--- src/rtl/pipelined_power_n.sv ---
// Pipelined unsigned power unit: o_xPower = i_x ** i_power with valid/ready flow control.
// Each multiply is registered as four half-width partial products and recombined in the next stage.
module pipelined_power_n #(
  parameter int unsigned WIDTH     = 8,
  parameter int unsigned MAX_POWER = 3,
  parameter bit          SATURATE  = 1'b0,
  localparam int unsigned PW       = $clog2(MAX_POWER + 1)
) (
  input  logic             i_clk,
  input  logic             i_rst,
  input  logic             i_valid,
  output logic             o_ready,
  input  logic [WIDTH-1:0] i_x,
  input  logic [PW-1:0]    i_power,
  output logic             o_valid,
  input  logic             i_ready,
  output logic [WIDTH-1:0] o_xPower,
  output logic             o_overflow
);

  localparam int unsigned HALF = WIDTH / 2;
  localparam int unsigned LAST = MAX_POWER - 1;

  typedef struct packed {
    logic             vld;
    logic             mul;  // partial-product fields hold acc*x; acc field is stale
    logic             ovf;
    logic [PW-1:0]    p;
    logic [WIDTH-1:0] x;
    logic [WIDTH-1:0] acc;
    logic [WIDTH-1:0] hh;
    logic [WIDTH-1:0] hl;
    logic [WIDTH-1:0] lh;
    logic [WIDTH-1:0] ll;
  } stage_t;

  stage_t             st_q    [MAX_POWER];
  stage_t             st_d    [MAX_POWER];
  logic [2*WIDTH-1:0] prod    [MAX_POWER];
  logic [WIDTH-1:0]   eff_acc [MAX_POWER];
  logic               eff_ovf [MAX_POWER];

  logic             valid_q, valid_d;
  logic             ovf_q, ovf_d;
  logic [WIDTH-1:0] res_q, res_d;
  logic             adv;

  function automatic logic [WIDTH-1:0] mul_half(input logic [HALF-1:0] a, input logic [HALF-1:0] b);
    return {{HALF{1'b0}}, a} * {{HALF{1'b0}}, b};
  endfunction

  function automatic logic [2*WIDTH-1:0] recombine(input stage_t s);
    logic [WIDTH:0] mid;
    mid = {1'b0, s.hl} + {1'b0, s.lh};
    return {s.hh, {WIDTH{1'b0}}} + ({{(WIDTH-1){1'b0}}, mid} << HALF) + {{WIDTH{1'b0}}, s.ll};
  endfunction

  assign adv     = !valid_q || i_ready;
  assign o_ready = adv;

  // Resolve each stage's true accumulator, folding in any pending partial products.
  always_comb begin
    for (int k = 0; k < int'(MAX_POWER); k++) begin
      prod[k]    = recombine(st_q[k]);
      eff_acc[k] = st_q[k].mul ? prod[k][WIDTH-1:0] : st_q[k].acc;
      eff_ovf[k] = st_q[k].ovf | (st_q[k].mul && (prod[k][2*WIDTH-1:WIDTH] != '0));
    end
  end

  always_comb begin
    for (int k = 0; k < int'(MAX_POWER); k++) begin
      st_d[k] = '0;
    end
    st_d[0].vld = i_valid;
    st_d[0].x   = i_x;
    st_d[0].p   = i_power;
    st_d[0].acc = (i_power == '0) ? WIDTH'(1) : i_x;

    for (int k = 1; k < int'(MAX_POWER); k++) begin
      st_d[k].vld = st_q[k-1].vld;
      st_d[k].x   = st_q[k-1].x;
      st_d[k].p   = st_q[k-1].p;
      st_d[k].ovf = eff_ovf[k-1];
      st_d[k].acc = eff_acc[k-1];
      st_d[k].mul = 32'(st_q[k-1].p) > 32'(k);
      if (st_d[k].mul) begin
        st_d[k].hh = mul_half(eff_acc[k-1][WIDTH-1:HALF], st_q[k-1].x[WIDTH-1:HALF]);
        st_d[k].hl = mul_half(eff_acc[k-1][WIDTH-1:HALF], st_q[k-1].x[HALF-1:0]);
        st_d[k].lh = mul_half(eff_acc[k-1][HALF-1:0], st_q[k-1].x[WIDTH-1:HALF]);
        st_d[k].ll = mul_half(eff_acc[k-1][HALF-1:0], st_q[k-1].x[HALF-1:0]);
      end
    end

    valid_d = st_q[LAST].vld;
    ovf_d   = eff_ovf[LAST];
    res_d   = (SATURATE && eff_ovf[LAST]) ? '1 : eff_acc[LAST];
  end

  always_ff @(posedge i_clk or posedge i_rst) begin
    if (i_rst) begin
      for (int k = 0; k < int'(MAX_POWER); k++) begin
        st_q[k] <= '0;
      end
      valid_q <= 1'b0;
      ovf_q   <= 1'b0;
      res_q   <= '0;
    end else if (adv) begin
      for (int k = 0; k < int'(MAX_POWER); k++) begin
        st_q[k] <= st_d[k];
      end
      valid_q <= valid_d;
      ovf_q   <= ovf_d;
      res_q   <= res_d;
    end
  end

  assign o_valid    = valid_q;
  assign o_xPower   = res_q;
  assign o_overflow = ovf_q;

endmodule
--- config.mk ---
export PLATFORM = sky130hd
export DESIGN_NAME = pipelined_power_n
export DESIGN_NICKNAME = d
export VERILOG_FILES = /design/src/rtl/pipelined_power_n.sv
export SDC_FILE = /design/constraint.sdc
export NUM_CORES = 1
export LEC_CHECK = 0
export CORE_UTILIZATION = 25
export DETAILED_ROUTE_END_ITERATION = 10
export GPL_TIMING_DRIVEN = 0
export PLACE_DENSITY = 0.39
export SETUP_SLACK_MARGIN = 0.3
export SLEW_MARGIN = 20
export SYNTH_ARGS = -nofsm -noshare
export SYNTH_HDL_FRONTEND = slang
export SYNTH_SLANG_ARGS = --single-unit
--- constraint.sdc ---
create_clock -name i_clk -period 8.47 [get_ports i_clk]
set_input_delay 2.541 -clock i_clk [delete_from_list [all_inputs] [get_ports i_clk]]
set_output_delay 2.541 -clock i_clk [all_outputs]
set_load 0.005 [all_outputs]
# After elaboration in Yosys (flattened, before gate mapping)
# Cells that the tools add are included.
[totals]
wordCells = 53
in_bits = 14
out_inout_bits = 11
register_bits = 124
[classes]
n_reduce_logical = 7
bitwise_logic = 1
n_mul = 8
muxes = 5
n_lt_le_gt_ge = 2
add_sub_neg = 6
[op_table]
columns = ["cell", "n"]
rows = [
  ["4-bit by 4-bit multiplier with 8-bit output", 8],
  ["32-bit 2-to-1 mux", 2],
  ["16-bit by 13-bit adder with 16-bit output", 2],
  ["16-bit by 8-bit adder with 16-bit output", 2],
  ["8-bit 2-to-1 mux", 3],
  ["8-bit by 8-bit adder with 9-bit output", 2],
  ["8-bit nonzero test", 2],
  ["2-bit by 1-bit > comparator with 1-bit output, second input constant", 1],
  ["2-bit > comparator, second input constant", 1],
  ["1-bit logical AND", 2],
  ["2-bit logical NOT", 1],
  ["1-bit logical NOT", 1],
  ["1-bit logical OR", 1],
  ["1-bit OR", 1],
]

# Depth between registers and ports, before layout
# Gate-level depths: netlist of run 1.
[logic_depth]
depth_word = 6
depth_mapped = 19
ltp_nobuf = 19

# Worst setup path before layout of run 1
# No wires, ideal clock.
[synth_timing]
kind = "input to output"
from = "input i_ready"
to = "output o_ready"
arrival_time_ns = 3.359
path_slack_ns = 2.570
cell_stages = 5
path_buffers = 3
path_cell_list = "nor2b_1 clkbuf_1 inv_1 clkbuf_1 clkbuf_1"
[synth_between]
elab_chain_cells = 1
[synth_rtl]
columns = ["item", "line_no", "rtl"]
rows = [
  ["from (decl)", "16", "input logic i_ready,"],
  ["1-bit logical OR", "58", "assign adv = !valid_q || i_ready;"],
  ["to (decl)", "12", "output logic o_ready,"],
]
# No other way between the ends.

# Worst setup path in the final report of run 1
# Ends and elaborated chain as after synthesis.

==> metrics, run 1 <==
status finished clean; final slew viol count 0; Gate Count Post-Synth approximately 1100; vias in the first global route about 7600; Max-cap violations 0; synth cell count leaders nand2_1 (201), ha_1 (130), dfrtp_1 (124); P&R area growth vs syn 15.2%; Area after DPL between 10000 and 15000 um^2; placed insts between 1500 and 2000; Final setup viols 0; HPWL after detailed placement between 20000 and 25000 um; FP Rows 71; gp weighted congestion around 0.8; post-synthesis sequential area ratio 0.320; hold path depth 2; hold crit path type register to register; DR WL/cell between 15 and 20 um; minimum clock period 7.85 ns; fmax between 0.1 and 0.15 GHz; grt total ovfl 0; via/cell ratio 4.51; Clk Latency, worst-skew pair approximately 0.43 ns; Post-CTS Hold Buffers 0; HP Start st_q[89]$_DFFE_PP0P_; final WL approximately 27000 um; Detail Route Antenna Nets 0; iteration-0 DRC count of the detailed router roughly 240; Worst Path Arrival between 5 and 6 ns; Cell Pwr Density approximately 340 nW/um^2; DIE AREA approximately 40000 um^2; Post-synth EDFFs 0; Ant. Diodes 0; area leader, netlist dfrtp_1; Final Total Pwr 3850 uW; routed vias 7390; # H-tree levels 4; fraction of layout cells with a size suffix above 1 0.0390; post-synthesis cell type count 57; Post-CTS Setup Bufs 0; largest cells by area after synthesis dfrtp_1 (32%), ha_1 (17%), nand2_1 (7.8%); Pleak 0.00563 uW; RSZ-0062 raised after global routing false; setup_tns 0 ns; top-area cell type share of the netlist area 0.320; CP Data Required Time slightly below 6 ns; R2R setup slack 3.48 ns; Yosys reg bits around 120; count leader, synth nand2_1; total CTS buffers 17; DRC viols 0; part of the cycle the worst path needs 0.927; Slew Limit Headroom 0.360; Synth Cell Area approximately 9700 um^2; die width slightly below 200 um; Worst Hold Endpoint st_q[89]$_DFFE_PP0P_; Mapped Nets around 1300; initial antenna violation count 1; PortBufs 24; CP endpoint kind primary output; ys async rst share 1.00; Least-Margin Pin Slew around 0.96 ns; die height 199 um; kind of critical path primary input to primary output; Pre-antenna DRT Iters 6; Startpoint Class primary input; CP Max Fanout 10; Initial Util 0.255; # IOs 25; Setup Skew about 0.012 ns; CTS tree done; clock tree buffer depth 2; first-pass GRT wire length 43700 um; maximum VDD drop ~180 uV; r2r endpoint st_q[23]$_DFFE_PP0P_; layout net count about 1300; CTS resizes 0; Hold Fails Final Rpt 0; largest net degree at the start of global routing 96; final cell count without fillers 1638; Core ar. ~38000 um^2; syn avg cell area 9.06 um^2; Synth Warn # 0; worst r2r src st_q[69]$_DFFE_PP0P_; Worst-path clk slew ~0.060 ns; Primary FF master, synth dfrtp_1; design area 11200 um^2; clk sink count 124; R2R depth 19; Total GRT Usage 0.148; clk root buf clkbuf_16
[where the power goes]
group | internal (uW) | switching [uW] | leakage [uW]
Clock | 419 | 292 | 0.000256
Combinational | 887 | 1270 | 0.00377
Sequential | 796 | 180 | 0.00161
[routing by layer]
metal  track usage  up-vias  part of all wire
li1              -     3691                 -
met1         0.208     3598              0.51
met2         0.233       78              0.45
met3        0.0222       23             0.032
met4        0.0427        0             0.013
met5             0        -                 0
[how the worst max path moves through the flow]
stage / from / slack (ns) / end / depth (start not counted)
floorplan: i_ready / 2.57 / o_ready / 5
global placement: i_rst / 0.05 / st_q[33]$_DFFE_PP0P_ / 2
detailed placement: i_ready / 0.54 / o_ready / 7
CTS: i_ready / 0.53 / o_ready / 7
global route: i_ready / 0.41 / o_ready / 7
finish: i_ready / 0.62 / o_ready / 7
[layout make-up]
| type | count | area (um^2) |
|---|---|---|
| fill | 4065 | 26800 |
| clock inverter | 9 | 90.1 |
| clock buffer | 23 | 468 |
| sequential | 124 | 3100 |
| buffer | 48 | 190 |
| timing repair buffer | 25 | 268 |
| inverter | 89 | 342 |
| multi-input combinational | 809 | 6060 |
| tap | 511 | 639 |
[cells by family after synthesis]
family | after synthesis | share of synthesized area
XOR/XNOR | 52 | 0.0470
AND/OR/NAND/NOR | 363 | 0.172
multiplexers | 17 | 0.0183
buffers and inverters | 137 | 0.0541
adder cells (fa/ha/maj) | 166 | 0.242
AO/OA/AOI/OAI | 211 | 0.146
flip-flops | 124 | 0.320
[worst max-delay path: stages]
cell and delay (ns):
clkdlybuf4s50_1 0.51, nor2b_1 0.06, clkbuf_1 0.24, inv_1 0.20, clkbuf_1 0.57, clkbuf_1 0.55
clkdlybuf4s50_1 0.63
[sequential cells by signal, indices dropped and copies added, names as in the netlist]
name / cells
st_q: 91
o_xPower: 8
st_d: 22
o_valid: 1
valid_d: 1
o_overflow: 1
[cells in the final DEF (no fill, tap or decap), types with 33 or more instances in the layout]
cell / Yosys / layout
nor2_1: 43 / 43
inv_1: 89 / 88
a21oi_1: 48 / 48
dfrtp_1: 124 / 124
ha_1: 130 / 130
o21ai_0: 48 / 48
fa_1: 36 / 36
nand2_1: 201 / 201
xnor2_1: 33 / 33
and2_1: 59 / 59
clkbuf_1: 43 / 47
[through the flow]
step / worst slack, ns / hold WS, ns / utilization
after floorplan: 2.57 / 0.430 / -
after global placement: 0.0532 / 0.449 / 0.279
after detailed placement: 0.545 / 0.452 / 0.280
after CTS: 0.533 / 0.466 / 0.294
after global routing: 0.413 / 0.486 / 0.294
final: 0.618 / 0.459 / 0.294
No activity file was read; power rests on OpenSTA's default activity.
==> run 2: changes to the inputs <==
Settings changed: SLEW_MARGIN 20 to unset.
==> run 2 against run 1 <==
Compared with the run above: maximum frequency up 0.71%; critical path depth unchanged; core utilization up 0.056 points; routed wire length up 0.25%; clock skew down 0.0032 ns; setup slack better by 0.055 ns; clock power up 3%; register-to-register slack about the same; via count down 0.66%; first-iteration DRC count down 3.3%; die area unchanged; combinational power about the same.
==> metrics, run 2 (synthesis gave the netlist of run 1 again) <==
status finished clean; CP Data Required Time just under 6 ns; Setup Skew 0.00858 ns; HP Start st_q[89]$_DFFE_PP0P_; iteration-0 DRC count of the detailed router approximately 240; Detail Route Antenna Nets 0; max FFs per register 91; Startpoint Class primary input; hold crit path type register to register; R2R depth 19; HPWL after detailed placement approximately 21000 um; Pre-antenna DRT Iters 5; total CTS buffers 17; Initial Util 0.255; Worst Path Arrival between 5 and 6 ns; Worst-path clk slew about 0.060 ns; Pleak 0.00566 uW; Total GRT Usage 0.148; worst r2r src st_q[69]$_DFFE_PP0P_; DRC viols 0; largest net degree at the start of global routing 90; maximum VDD drop 148 uV; fmax ~0.13 GHz; Slew Limit Headroom 0.356; CTS tree done; kind of critical path primary input to primary output; Biggest register st_q; final slew viol count 0; Cell Pwr Density 347 nW/um^2; hold path depth 2; Post-CTS Hold Buffers 0; CP Max Fanout 10; final WL about 27000 um; gp weighted congestion between 0.7 and 0.8; Max-cap violations 0; minimum clock period slightly below 8 ns; Core ar. around 38000 um^2; # H-tree levels 4; CP endpoint kind primary output; die height 199 um; grt total ovfl 0; layout net count approximately 1300; # IOs 25; clk root buf clkbuf_16; clock tree buffer depth 2; first-pass GRT wire length 43900 um; CTS resizes 0; Least-Margin Pin Slew between 0.9 and 1 ns; DR WL/cell ~17 um; Clk Latency, worst-skew pair 0.43 ns; DIE AREA 39500 um^2; setup_tns 0 ns; FP Rows 71; via/cell ratio approximately 4.5; P&R area growth vs syn 15.4%; Final setup viols 0; vias in the first global route roughly 7600; initial antenna violation count 1; commonest non-fill, non-tap cell in the layout nand2_1; routed vias between 7000 and 8000; most frequent cells in the layout nand2_1 (201), ha_1 (130), dfrtp_1 (124); fraction of layout cells with a size suffix above 1 0.0426; crit path from i_ready; die width approximately 200 um; Hold Fails Final Rpt 0; Post-CTS Setup Bufs 0; RSZ-0062 raised after global routing false; Final Total Pwr 3880 uW; part of the cycle the worst path needs 0.921; PortBufs 24; clk sink count around 120
==> run 2: cell types whose count changed in the layout (fill, tap and decap cells not counted), sizes merged <==
cell and change:
clkbuf -3, clkinv +4, clkinvlp -3, diode +1, inv +2
==> run 2: metrics by stage <==
| step | hold slack [ns] | instance area, um^2 | setup WS [ns] | util | cells |
|---|---|---|---|---|---|
| finish | 0.464 | 11200 | 0.673 | 0.295 | 1639 |
| global route | 0.481 | 11200 | 0.435 | 0.295 | 1638 |
| CTS | 0.468 | 11200 | 0.520 | 0.295 | 1638 |
| detailed placement | 0.454 | 10600 | 0.529 | 0.279 | 1606 |
| global placement | 0.449 | 10600 | 0.0532 | 0.279 | 1605 |
| floorplan | 0.430 | 9690 | 2.57 | - | 1070 |
==> run 2: worst max-delay path, stage by stage <==
cell and delay, ns:
clkdlybuf4s50_1 0.51, nor2b_1 0.06, clkbuf_1 0.23, inv_1 0.20
clkbuf_1 0.55, clkbuf_1 0.54, clkdlybuf4s50_1 0.63
==> run 2: metal layers <==
layer  track usage  wire [um]  vias up
met5             0          0        -
met3        0.0246        642       20
met4        0.0390        301        0
met2         0.234      12200       67
met1         0.209      14200     3552
li1              -          -     3702
==> run 2: final timing paths <==
check,to,slack [ns]
max in group asynchronous,st_q[143]$_DFFE_PP0P_,5.19
min reg2reg,st_q[89]$_DFFE_PP0P_,0.46
max,o_ready,0.67
max reg2reg,st_q[23]$_DFFE_PP0P_,3.47
min,st_q[89]$_DFFE_PP0P_,0.46
min in group asynchronous,st_q[68]$_DFFE_PP0P_,2.49
==> run 2: final cells by class <==
| type | count | area (um^2) |
|---|---|---|
| antenna | 1 | 2.50 |
| buffer | 48 | 190 |
| clock buffer | 20 | 467 |
| clock inverter | 12 | 113 |
| fill | 4051 | 26700 |
| inverter | 89 | 339 |
| multi-input combinational | 809 | 6060 |
| sequential | 124 | 3100 |
| tap | 511 | 639 |
| timing repair buffer | 25 | 268 |
==> run 2: report_power, final <==
| part | internal [uW] | total [uW] | switching (uW) | leakage, uW |
|---|---|---|---|---|
| logic | 890 | 2170 | 1280 | 0.00377 |
| registers | 796 | 976 | 180 | 0.00161 |
| clock network | 429 | 731 | 303 | 0.000283 |
==> run 3: changes to the inputs <==
Settings changed: CORE_ASPECT_RATIO set to 0.9.
==> run 3 against run 2 <==
Compared with the run above: the run now ends with design-rule violations left; sequential share of layout area fell by 0.13 points; flip-flop and latch count stayed put; cell count decreased by 1.3%; setup slack worse by 0.077 ns; final area rose by 0.46%; first-iteration DRC count up 2.5%; combinational power hardly changed; via count grew 0.31%; critical path type unchanged.
==> metrics, run 3 (synthesis gave the netlist of run 1 again) <==
final WL ~28000 um; Post-CTS Hold Buffers 0; minimum clock period between 7 and 8 ns; vias in the first global route between 7000 and 8000; most frequent CP cell clkbuf_1; # IOs 25; Startpoint Class primary input; Pre-antenna DRT Iters 7; Setup Skew ~0.0093 ns; die width between 200 and 250 um; status finished, violations left; failing checks design-rule violations; DRC viols 1; Total GRT Usage 0.148; RSZ-0062 raised after global routing false; DR WL/cell about 17 um; Final setup viols 0; Core ar. roughly 38000 um^2; Slew Limit Headroom 0.240; fraction of layout cells with a size suffix above 1 0.0417; initial antenna violation count 1; setup ws final between 0.5 and 0.6 ns; via/cell ratio about 4.6; # H-tree levels 4; routed vias between 7000 and 8000; max FFs per register roughly 90; P&R area growth vs syn 15.9%; DIE AREA around 40000 um^2; Pleak between 0.005 and 0.006 uW; PortBufs 24; Post-CTS Setup Bufs 0; CP max stage delay 0.62 ns; first-pass GRT wire length 44500 um; Biggest register st_q; Worst Path Arrival 5.33 ns; HPWL after detailed placement 20900 um; Area after DPL roughly 11000 um^2; grt total ovfl 0; largest net degree at the start of global routing 87; final slew viol count 0; Critical Path, Cell by Cell clkdlybuf4s50_1 -> nor2b_1 -> clkbuf_1 -> inv_1 -> clkbuf_1 -> clkbuf_1 -> clkdlybuf4s50_1; Clk Latency, worst-skew pair ~0.43 ns; Max-cap violations 0; CP endpoint kind primary output; most frequent cells in the layout nand2_1 (201), ha_1 (130), dfrtp_1 (124); CP Data Required Time approximately 5.9 ns; Critical Path Slowest Stage Cell clkdlybuf4s50_1; layout net count ~1300; post-place setup slack about 0.55 ns; CTS resizes 0; Least-Margin Pin Slew between 1 and 1.5 ns; setup_tns 0 ns; design area around 11000 um^2; CTS tree done; clock tree buffer depth 2; fmax 0.127 GHz; part of the cycle the worst path needs 0.930; total CTS buffers 17; Cell Pwr Density 356 nW/um^2; Hold Fails Final Rpt 0; FP Rows slightly below 70; Ant. Diodes 0; gp weighted congestion 0.759; iteration-0 DRC count of the detailed router roughly 240; kind of critical path primary input to primary output; Detail Route Antenna Nets 0; Initial Util 0.253; maximum VDD drop 115 uV; die height roughly 190 um; hold crit path type register to register; clk sink count about 120; CP Max Fanout 10; Worst-path clk slew about 0.060 ns; clk root buf clkbuf_16; commonest non-fill, non-tap cell in the layout nand2_1
-- run 3: cell types whose count changed in the layout (fill, tap and decap cells not counted) --
cell,previous run,this run
bufinv_16,1,5
clkbuf_1,43,44
clkinv_4,4,1
diode_2,1,0
inv_6,3,1
-- run 3: final timing paths --
path	from	slack (ns)	cells after the start	endpoint
max in group asynchronous	i_rst	5.17	3	st_d[99]$_DFFE_PP0P_
min reg2reg	valid_d$_DFFE_PP0P_	0.46	2	valid_d$_DFFE_PP0P_
min in group asynchronous	i_rst	2.50	2	o_overflow$_DFFE_PP0P_
min	valid_d$_DFFE_PP0P_	0.46	2	valid_d$_DFFE_PP0P_
max reg2reg	st_q[69]$_DFFE_PP0P_	3.39	19	st_q[23]$_DFFE_PP0P_
max	i_ready	0.60	7	o_ready
-- run 3: per-layer routing --
layer / global-route usage / routed length, um / vias up / share of wire
met2: 0.222 / 11800 / 79 / 0.43
met1: 0.219 / 14600 / 3557 / 0.53
met4: 0.0415 / 407 / 0 / 0.015
met5: 0 / 0 / - / 0
li1: - / - / 3703 / -
met3: 0.0195 / 949 / 25 / 0.034
-- run 3: power breakdown --
group / switching (uW) / internal, uW
combinational: 1310 / 889
sequential: 176 / 796
clock: 288 / 545
total: 1770 / 2230
-- run 3: final cells by class --
cell class / count / area [um^2]
inverters: 89 / 339
fillers: 4116 / 27100
clock buffers: 21 / 470
repair buffers: 25 / 268
clock inverters: 11 / 189
plain buffers: 48 / 190
flip-flops and latches: 124 / 3100
well taps: 490 / 613
multi-input cells: 809 / 6060
-- run 3: per-stage QoR --
stage	utilization	power, uW	std cells	hold WS, ns
final	0.293	4000	1617	0.462
after global routing	0.293	4410	1617	0.490
after CTS	0.293	4080	1617	0.465
after detailed placement	0.276	3200	1585	0.452
after global placement	0.275	3200	1584	0.448
after floorplan	-	2500	1070	0.430
-- run 3: critical path, delay by kind of cell --
kind / cells / cell delay, ns
and+or+nand+nor: 1 / 0.04
buffers and inverters: 6 / 2.73
